`src/rtl/cam_lookup_arb_if.sv`:
```
// Request/response bus between the requesters and cam_lookup_arb.
//   req_valid/req_data/req_ready : per-requester lookup request, one-hot accept
//   rsp_valid/rsp_hit/rsp_addr   : one-hot held response with captured engine result
//   rsp_ready                    : response accept from the owning requester
// slave  = arbiter side, master = requester side.
interface cam_lookup_arb_if #(
  parameter int unsigned NUM_REQ = 4,
  parameter int unsigned DATA_W  = 16,
  parameter int unsigned ADDR_W  = 8
);
  logic [NUM_REQ-1:0]        req_valid;
  logic [NUM_REQ*DATA_W-1:0] req_data;
  logic [NUM_REQ-1:0]        req_ready;
  logic [NUM_REQ-1:0]        rsp_valid;
  logic                      rsp_ready;
  logic                      rsp_hit;
  logic [ADDR_W-1:0]         rsp_addr;

  modport slave (
    input  req_valid, req_data, rsp_ready,
    output req_ready, rsp_valid, rsp_hit, rsp_addr
  );

  modport master (
    output req_valid, req_data, rsp_ready,
    input  req_ready, rsp_valid, rsp_hit, rsp_addr
  );
endinterface

```
`src/rtl/cam_lookup_arb.sv`:
```
// Round-robin arbiter sharing one registered CAM lookup engine among NUM_REQ
// requesters. One lookup in flight at a time: IDLE -> ISSUE -> CAPTURE -> RESP.
// Ports:
//   clk, rst_n      : clock, asynchronous active-low reset
//   bus (slave)     : request/response handshake bus (req_ready is combinational)
//   cam_enable      : engine enable, high only in ISSUE
//   cam_data_out    : latched lookup data of the granted requester
//   cam_hit_in/addr : engine registered result, captured at the end of CAPTURE
//   busy            : high whenever the FSM is not in IDLE
//   lookup_cnt      : completed-lookup counter, 16-bit wrapping
module cam_lookup_arb #(
  parameter int unsigned NUM_REQ = 4,
  parameter int unsigned DATA_W  = 16,
  parameter int unsigned ADDR_W  = 8
) (
  input  logic                clk,
  input  logic                rst_n,
  cam_lookup_arb_if.slave     bus,
  output logic                cam_enable,
  output logic [DATA_W-1:0]   cam_data_out,
  input  logic                cam_hit_in,
  input  logic [ADDR_W-1:0]   cam_addr_in,
  output logic                busy,
  output logic [15:0]         lookup_cnt
);

  localparam int unsigned IDX_W = (NUM_REQ > 1) ? $clog2(NUM_REQ) : 1;
  localparam int unsigned SUM_W = IDX_W + 1;
  localparam int unsigned CNT_W = 16;
  localparam logic [NUM_REQ-1:0] ONE_HOT0 = NUM_REQ'(1);

  typedef enum logic [1:0] {IDLE, ISSUE, CAPTURE, RESP} state_e;

  state_e             state_q, state_d;
  logic [IDX_W-1:0]   rr_ptr_q, rr_ptr_d;
  logic [IDX_W-1:0]   gnt_idx_q, gnt_idx_d;
  logic               cam_enable_q, cam_enable_d;
  logic [DATA_W-1:0]  cam_data_q, cam_data_d;
  logic [NUM_REQ-1:0] rsp_valid_q, rsp_valid_d;
  logic               rsp_hit_q, rsp_hit_d;
  logic [ADDR_W-1:0]  rsp_addr_q, rsp_addr_d;
  logic [CNT_W-1:0]   cnt_q, cnt_d;
  logic               busy_q, busy_d;
  logic [NUM_REQ-1:0] req_ready_c;

  logic               any_req;
  logic [IDX_W-1:0]   pick_idx;
  logic [SUM_W-1:0]   sum;
  logic [DATA_W-1:0]  pick_data;

  // Round-robin search starting at rr_ptr, wrapping modulo NUM_REQ.
  always_comb begin
    any_req  = 1'b0;
    pick_idx = '0;
    sum      = '0;
    for (int unsigned k = 0; k < NUM_REQ; k++) begin
      sum = {1'b0, rr_ptr_q} + SUM_W'(k);
      if (sum >= SUM_W'(NUM_REQ)) sum = sum - SUM_W'(NUM_REQ);
      if (!any_req && bus.req_valid[sum[IDX_W-1:0]]) begin
        any_req  = 1'b1;
        pick_idx = sum[IDX_W-1:0];
      end
    end
  end

  // Data mux for the winning requester.
  always_comb begin
    pick_data = '0;
    for (int unsigned k = 0; k < NUM_REQ; k++) begin
      if (pick_idx == IDX_W'(k)) pick_data = bus.req_data[k*DATA_W +: DATA_W];
    end
  end

  // Next-state and datapath updates.
  always_comb begin
    state_d      = state_q;
    rr_ptr_d     = rr_ptr_q;
    gnt_idx_d    = gnt_idx_q;
    cam_enable_d = 1'b0;
    cam_data_d   = cam_data_q;
    rsp_valid_d  = rsp_valid_q;
    rsp_hit_d    = rsp_hit_q;
    rsp_addr_d   = rsp_addr_q;
    cnt_d        = cnt_q;
    req_ready_c  = '0;

    unique case (state_q)
      IDLE: begin
        if (any_req) begin
          // req_ready is one-hot on a requester whose valid is high, so
          // any_req alone marks the handshake.
          req_ready_c  = ONE_HOT0 << pick_idx;
          cam_data_d   = pick_data;
          gnt_idx_d    = pick_idx;
          rr_ptr_d     = (pick_idx == IDX_W'(NUM_REQ - 1)) ? '0 : pick_idx + IDX_W'(1);
          cam_enable_d = 1'b1;
          state_d      = ISSUE;
        end
      end
      ISSUE: begin
        state_d = CAPTURE;
      end
      CAPTURE: begin
        // Engine result for the ISSUE cycle is valid at this edge.
        rsp_hit_d   = cam_hit_in;
        rsp_addr_d  = cam_addr_in;
        cnt_d       = cnt_q + CNT_W'(1);
        rsp_valid_d = ONE_HOT0 << gnt_idx_q;
        state_d     = RESP;
      end
      RESP: begin
        if (bus.rsp_ready) begin
          rsp_valid_d = '0;
          state_d     = IDLE;
        end
      end
      default: state_d = IDLE;
    endcase

    busy_d = (state_d != IDLE);
  end

  // State and output registers.
  always_ff @(posedge clk or negedge rst_n) begin
    if (!rst_n) begin
      state_q      <= IDLE;
      rr_ptr_q     <= '0;
      gnt_idx_q    <= '0;
      cam_enable_q <= 1'b0;
      cam_data_q   <= '0;
      rsp_valid_q  <= '0;
      rsp_hit_q    <= 1'b0;
      rsp_addr_q   <= '0;
      cnt_q        <= '0;
      busy_q       <= 1'b0;
    end else begin
      state_q      <= state_d;
      rr_ptr_q     <= rr_ptr_d;
      gnt_idx_q    <= gnt_idx_d;
      cam_enable_q <= cam_enable_d;
      cam_data_q   <= cam_data_d;
      rsp_valid_q  <= rsp_valid_d;
      rsp_hit_q    <= rsp_hit_d;
      rsp_addr_q   <= rsp_addr_d;
      cnt_q        <= cnt_d;
      busy_q       <= busy_d;
    end
  end

  // req_ready is forced low while reset is asserted.
  assign bus.req_ready = rst_n ? req_ready_c : '0;
  assign bus.rsp_valid = rsp_valid_q;
  assign bus.rsp_hit   = rsp_hit_q;
  assign bus.rsp_addr  = rsp_addr_q;
  assign cam_enable    = cam_enable_q;
  assign cam_data_out  = cam_data_q;
  assign busy          = busy_q;
  assign lookup_cnt    = cnt_q;

endmodule

```
`src/flat_wrapper.sv`:
```
// flat-port wrapper written by rule: the top's interface ports become plain ports
module cam_lookup_arb_flat 
#(
  parameter int unsigned NUM_REQ = 4,
  parameter int unsigned DATA_W  = 16,
  parameter int unsigned ADDR_W  = 8
)
  (clk, rst_n, cam_enable, cam_data_out, cam_hit_in, cam_addr_in, busy, lookup_cnt, bus_req_valid, bus_req_data, bus_rsp_ready, bus_req_ready, bus_rsp_valid, bus_rsp_hit, bus_rsp_addr);
  cam_lookup_arb_if #(.NUM_REQ(NUM_REQ), .DATA_W(DATA_W), .ADDR_W(ADDR_W)) bus_i ();
  input  logic clk;
  input  logic rst_n;
  output logic cam_enable;
  output logic [DATA_W-1:0] cam_data_out;
  input  logic cam_hit_in;
  input  logic [ADDR_W-1:0] cam_addr_in;
  output logic busy;
  output logic [15:0] lookup_cnt;
  input wire logic [$bits(bus_i.req_valid)-1:0] bus_req_valid;
  input wire logic [$bits(bus_i.req_data)-1:0] bus_req_data;
  input wire logic [$bits(bus_i.rsp_ready)-1:0] bus_rsp_ready;
  output wire logic [$bits(bus_i.req_ready)-1:0] bus_req_ready;
  output wire logic [$bits(bus_i.rsp_valid)-1:0] bus_rsp_valid;
  output wire logic [$bits(bus_i.rsp_hit)-1:0] bus_rsp_hit;
  output wire logic [$bits(bus_i.rsp_addr)-1:0] bus_rsp_addr;
  assign bus_i.req_valid = bus_req_valid;
  assign bus_i.req_data = bus_req_data;
  assign bus_i.rsp_ready = bus_rsp_ready;
  assign bus_req_ready = bus_i.req_ready;
  assign bus_rsp_valid = bus_i.rsp_valid;
  assign bus_rsp_hit = bus_i.rsp_hit;
  assign bus_rsp_addr = bus_i.rsp_addr;
  cam_lookup_arb #(.NUM_REQ(NUM_REQ), .DATA_W(DATA_W), .ADDR_W(ADDR_W)) u_core (.clk(clk), .rst_n(rst_n), .bus(bus_i), .cam_enable(cam_enable), .cam_data_out(cam_data_out), .cam_hit_in(cam_hit_in), .cam_addr_in(cam_addr_in), .busy(busy), .lookup_cnt(lookup_cnt));
endmodule
```
`config.mk`:
```
export PLATFORM = sky130hd
export DESIGN_NAME = cam_lookup_arb_flat
export DESIGN_NICKNAME = d
export VERILOG_FILES = /design/src/rtl/cam_lookup_arb_if.sv /design/src/rtl/cam_lookup_arb.sv /design/src/flat_wrapper.sv
export SDC_FILE = /design/constraint.sdc
export NUM_CORES = 1
export LEC_CHECK = 0
export BUFFER_PORTS_ARGS = -buffer_cell sky130_fd_sc_hd__buf_4
export CAP_MARGIN = 30
export CORE_MARGIN = 1
export CORE_UTILIZATION = 43
export DETAILED_ROUTE_END_ITERATION = 8
export PLACE_DENSITY = 0.84
export SLEW_MARGIN = 15
export SYNTH_ARGS = -nofsm -noshare
export SYNTH_HDL_FRONTEND = slang
export SYNTH_SLANG_ARGS = --single-unit
```
`constraint.sdc`:
```
create_clock -name clk -period 4.74 [get_ports clk]
set_clock_uncertainty 0.2 [all_clocks]
set_input_delay 1.422 -clock clk [delete_from_list [all_inputs] [get_ports clk]]
set_output_delay 1.422 -clock clk [all_outputs]
set_load 0.01 [all_outputs]
```
==> out/results.tsv <==
metric	value	unit
CTS Buf Count	5	
Hold Path Cell Cnt	1	
Worst R2R Path Depth	10	
status	complete, no violations	
required time worst endpoint	3.12	ns
Post-synth EDFFs	0	
setup bufs post-CTS	0	
Layout area overhead	38.03	%
Root Driver	clkbuf_8	
CTS Hold Bufs	0	
buffers added on ports	130	
cell-by-cell trace of the critical path	buf_4 > mux2i_1 > nor2_1 > nor4_1 > inv_1 > ha_1 > and3_1 > buf_4	
starting density of the core	44.71	%
Routed wire per std cell	14.95	um
Adder-Cell Fraction of Synth Area	2.204	%
crit-path max cell delay	0.40	ns
Psw	0.0008563	W
Combinational Power Share	51.4	%
fin crit share	94.00	%
critical path's slowest cell	nor4_1	
Post-Syn Area	0.002839	mm^2
Area contributors post-synth	dfrtp_1, a21oi_1, nor2_1	
clk_lat worst skew	0.31	ns
pin count of the biggest net entering global routing	33	
commonest non-fill, non-tap cell in the layout	buf_4	
CORE AREA	0.006350	mm^2
Cells after Synth	299	
Mapped Avg Cell Area	9.495	um^2
Die Y	83.26	um
crit-path most repeated cell	buf_4	
total wire length	7506	um
most frequent cells in the layout	buf_4, dfrtp_1, nor2_1, a21oi_1, nand2_1	
worst-path fanout max	4	
Fin. Hold Viols	0	
Post-Synth XOR/XNOR Area	4.628	%
share of total power in sequential cells	36.6	%
internal power	0.001251	W
Rel. slew slack	69.62	%
post-cts sizing count	0	
Worst Hold Class	reg2reg	
Compound-Gate Fraction of Synth Area	18.07	%
Antenna Nets Post-Route	0	
Clk pwr share	11.9	%
peak supply drop	0.2561	mV
largest area contributor in the netlist	dfrtp_1	
DRT Pass-1 Iters	4	
share of cells above drive strength 1	39.53	%
arrival time at the worst endpoint	2.83	ns
initial antenna violation count	0	
die area	0.006931	mm^2
Pleak	1.969	nW
mux cell area share after synthesis	5.112	%
register area share after synthesis	46.72	%
first-pass GRT wire length	12140	um
hold path start	u_core.lookup_cnt[15]$_DFFE_PN0P_	
gr usage total	21.71	%
R2R Path Start	u_core.rr_ptr_q[1]$_DFFE_PN0P_	
routability cong.	0.7894	
Synth cell types	40	
final core occ	61.71	%
max-cap violation count	0	
Period minus WS final	4.456	ns
DP Cell Count	494	
Rows	29	
IO Count	131	
Worst Setup SP	bus_req_valid[2]	
filler-free cell count of the finished design	502	
Ant. Diodes	0	
Detailed Place HPWL	5698	um
via/cell ratio	5.279	
RSZ-0062 raised after global routing	no	
TritonCTS clock tree	yes	
vias post-DR	2650	
# setup viols final	0	
Layout Nets	509	
Iter 0 DRT Violations	145	
crit path launch type	input pin	
FF+latch count, synth	53	
vias in the first global route	2576	
Mapped Nets	384	
Syn. warnings	0	
Simple-Gate Fraction of Synth Area	15.29	%
clock sink total	53	
fraction of registers with async set/reset	100.0	%
Synth top area share	46.72	%
Setup crit end kind	output port	
die width	83.26	um
maximum clock frequency	0.2244	GHz
pwr dens	537.8	mW/mm^2
grt ovf	0	
Net Sw Frac	40.63	%
Reg clk slew, reported paths	0.10	ns
Final Max Slew Viols	0	
H-tree Lvls	2	
CP Class	in2out	
main combinational cell family by area after synthesis	compound AO/OA/AOI/OAI gates	
Primary FF master, synth	dfrtp_1	
Final TNS setup	0	ns
clk buf depth	2	
detailed-route DRC error count	0	
Worst Max-Slew Pin Slew	0.4509	ns
==> layer usage <==
metal / global-route usage, % / wire length [um] / share of wire, % / vias up
li1: - / - / - / 1274
met1: 27.71 / 3166 / 42 / 1254
met2: 37.26 / 3730 / 50 / 112
met3: 4.871 / 507 / 6.8 / 10
met4: 5.486 / 101 / 1.3 / 0
met5: 0 / 0 / 0 / -
==> power groups by stage <==
stage               sequential (W)  combinational [W]  clock, W
floorplan                 0.000826           0.000601         0
global placement          0.000766            0.00105         0
detailed placement        0.000777            0.00109         0
CTS                       0.000770            0.00109  0.000260
global route              0.000798            0.00119  0.000279
finish                    0.000772            0.00108  0.000252
==> Yosys cell counts, types with 2 or more instances <==
cell / instances
inv_1: 22
nor3_1: 2
and4_1: 4
clkbuf_1: 5
buf_2: 4
and2_1: 2
nand2b_1: 2
dfrtp_1: 53
ha_1: 5
a32o_1: 4
nand4_1: 4
xnor2_1: 9
a221oi_2: 7
buf_4: 2
buf_6: 2
a21oi_1: 36
mux2_2: 12
a221oi_1: 9
and3_1: 7
nand2_1: 30
nor2_1: 36
o21ai_0: 19
xor2_1: 6
==> registers in the layout (all words and copies together), names as in the netlist <==
signal                count
u_core.rr_ptr_q           2
u_core.lookup_cnt        16
u_core.bus.rsp_valid      4
u_core.cam_data_out      16
u_core.cam_enable         1
u_core.bus.rsp_addr       8
u_core.gnt_idx_q          2
u_core.busy               1
u_core.state_q            2
u_core.bus.rsp_hit        1
==> cells by family (layout without fill, tap and decap cells) <==
family | after synthesis | after routing
AND/OR/NAND/NOR | 93 | 93
AO/OA/AOI/OAI | 77 | 77
adder cells (fa/ha/maj) | 5 | 5
buffers and inverters | 43 | 169
multiplexers | 13 | 13
flip-flops | 53 | 53
XOR/XNOR | 15 | 15
==> layout make-up <==
| cell class | count | area, um^2 |
|---|---|---|
| multi-input cells | 203 | 1286 |
| well taps | 77 | 96.34 |
| flip-flops and latches | 53 | 1326 |
| clock buffers | 6 | 72.57 |
| repair buffers | 138 | 1036 |
| inverters | 23 | 86.33 |
| fillers | 551 | 2431 |
| clock inverters | 2 | 15.01 |
==> worst paths after layout <==
kind                                                       to  slack, ns
max                                          bus_req_ready[0]       0.28
min                         u_core.lookup_cnt[15]$_DFFE_PN0P_       0.30
max reg2reg                u_core.cam_data_out[4]$_DFFE_PN0P_       2.00
min reg2reg                 u_core.lookup_cnt[15]$_DFFE_PN0P_       0.30
max in group asynchronous  u_core.cam_data_out[3]$_DFFE_PN0P_       2.84
min in group asynchronous         u_core.state_q[1]$_DFF_PN0_       0.82
==> through the flow <==
stage | total power, W | setup slack (ns) | instance area [um^2] | hold WS [ns]
4_1_cts | 0.002122 | 0.2873 | 3919 | 0.3060
3_3_place_gp | 0.001814 | 0.3575 | 3831 | 0.2605
3_5_place_dp | 0.001867 | 0.2959 | 3831 | 0.2846
6_report | 0.002108 | 0.2843 | 3919 | 0.3014
2_1_floorplan | 0.001427 | 0.1529 | 2839 | 0.2898
5_1_grt | 0.002268 | 0.1594 | 3919 | 0.3293
==> worst max-delay path, delay by kind of cell <==
kind / cells / cell delay, ns
simple gates: 3 / 0.64
buf+inv: 3 / 0.40
fa+ha+maj: 1 / 0.24
mux: 1 / 0.13
(Power assumes the default switching activity.)
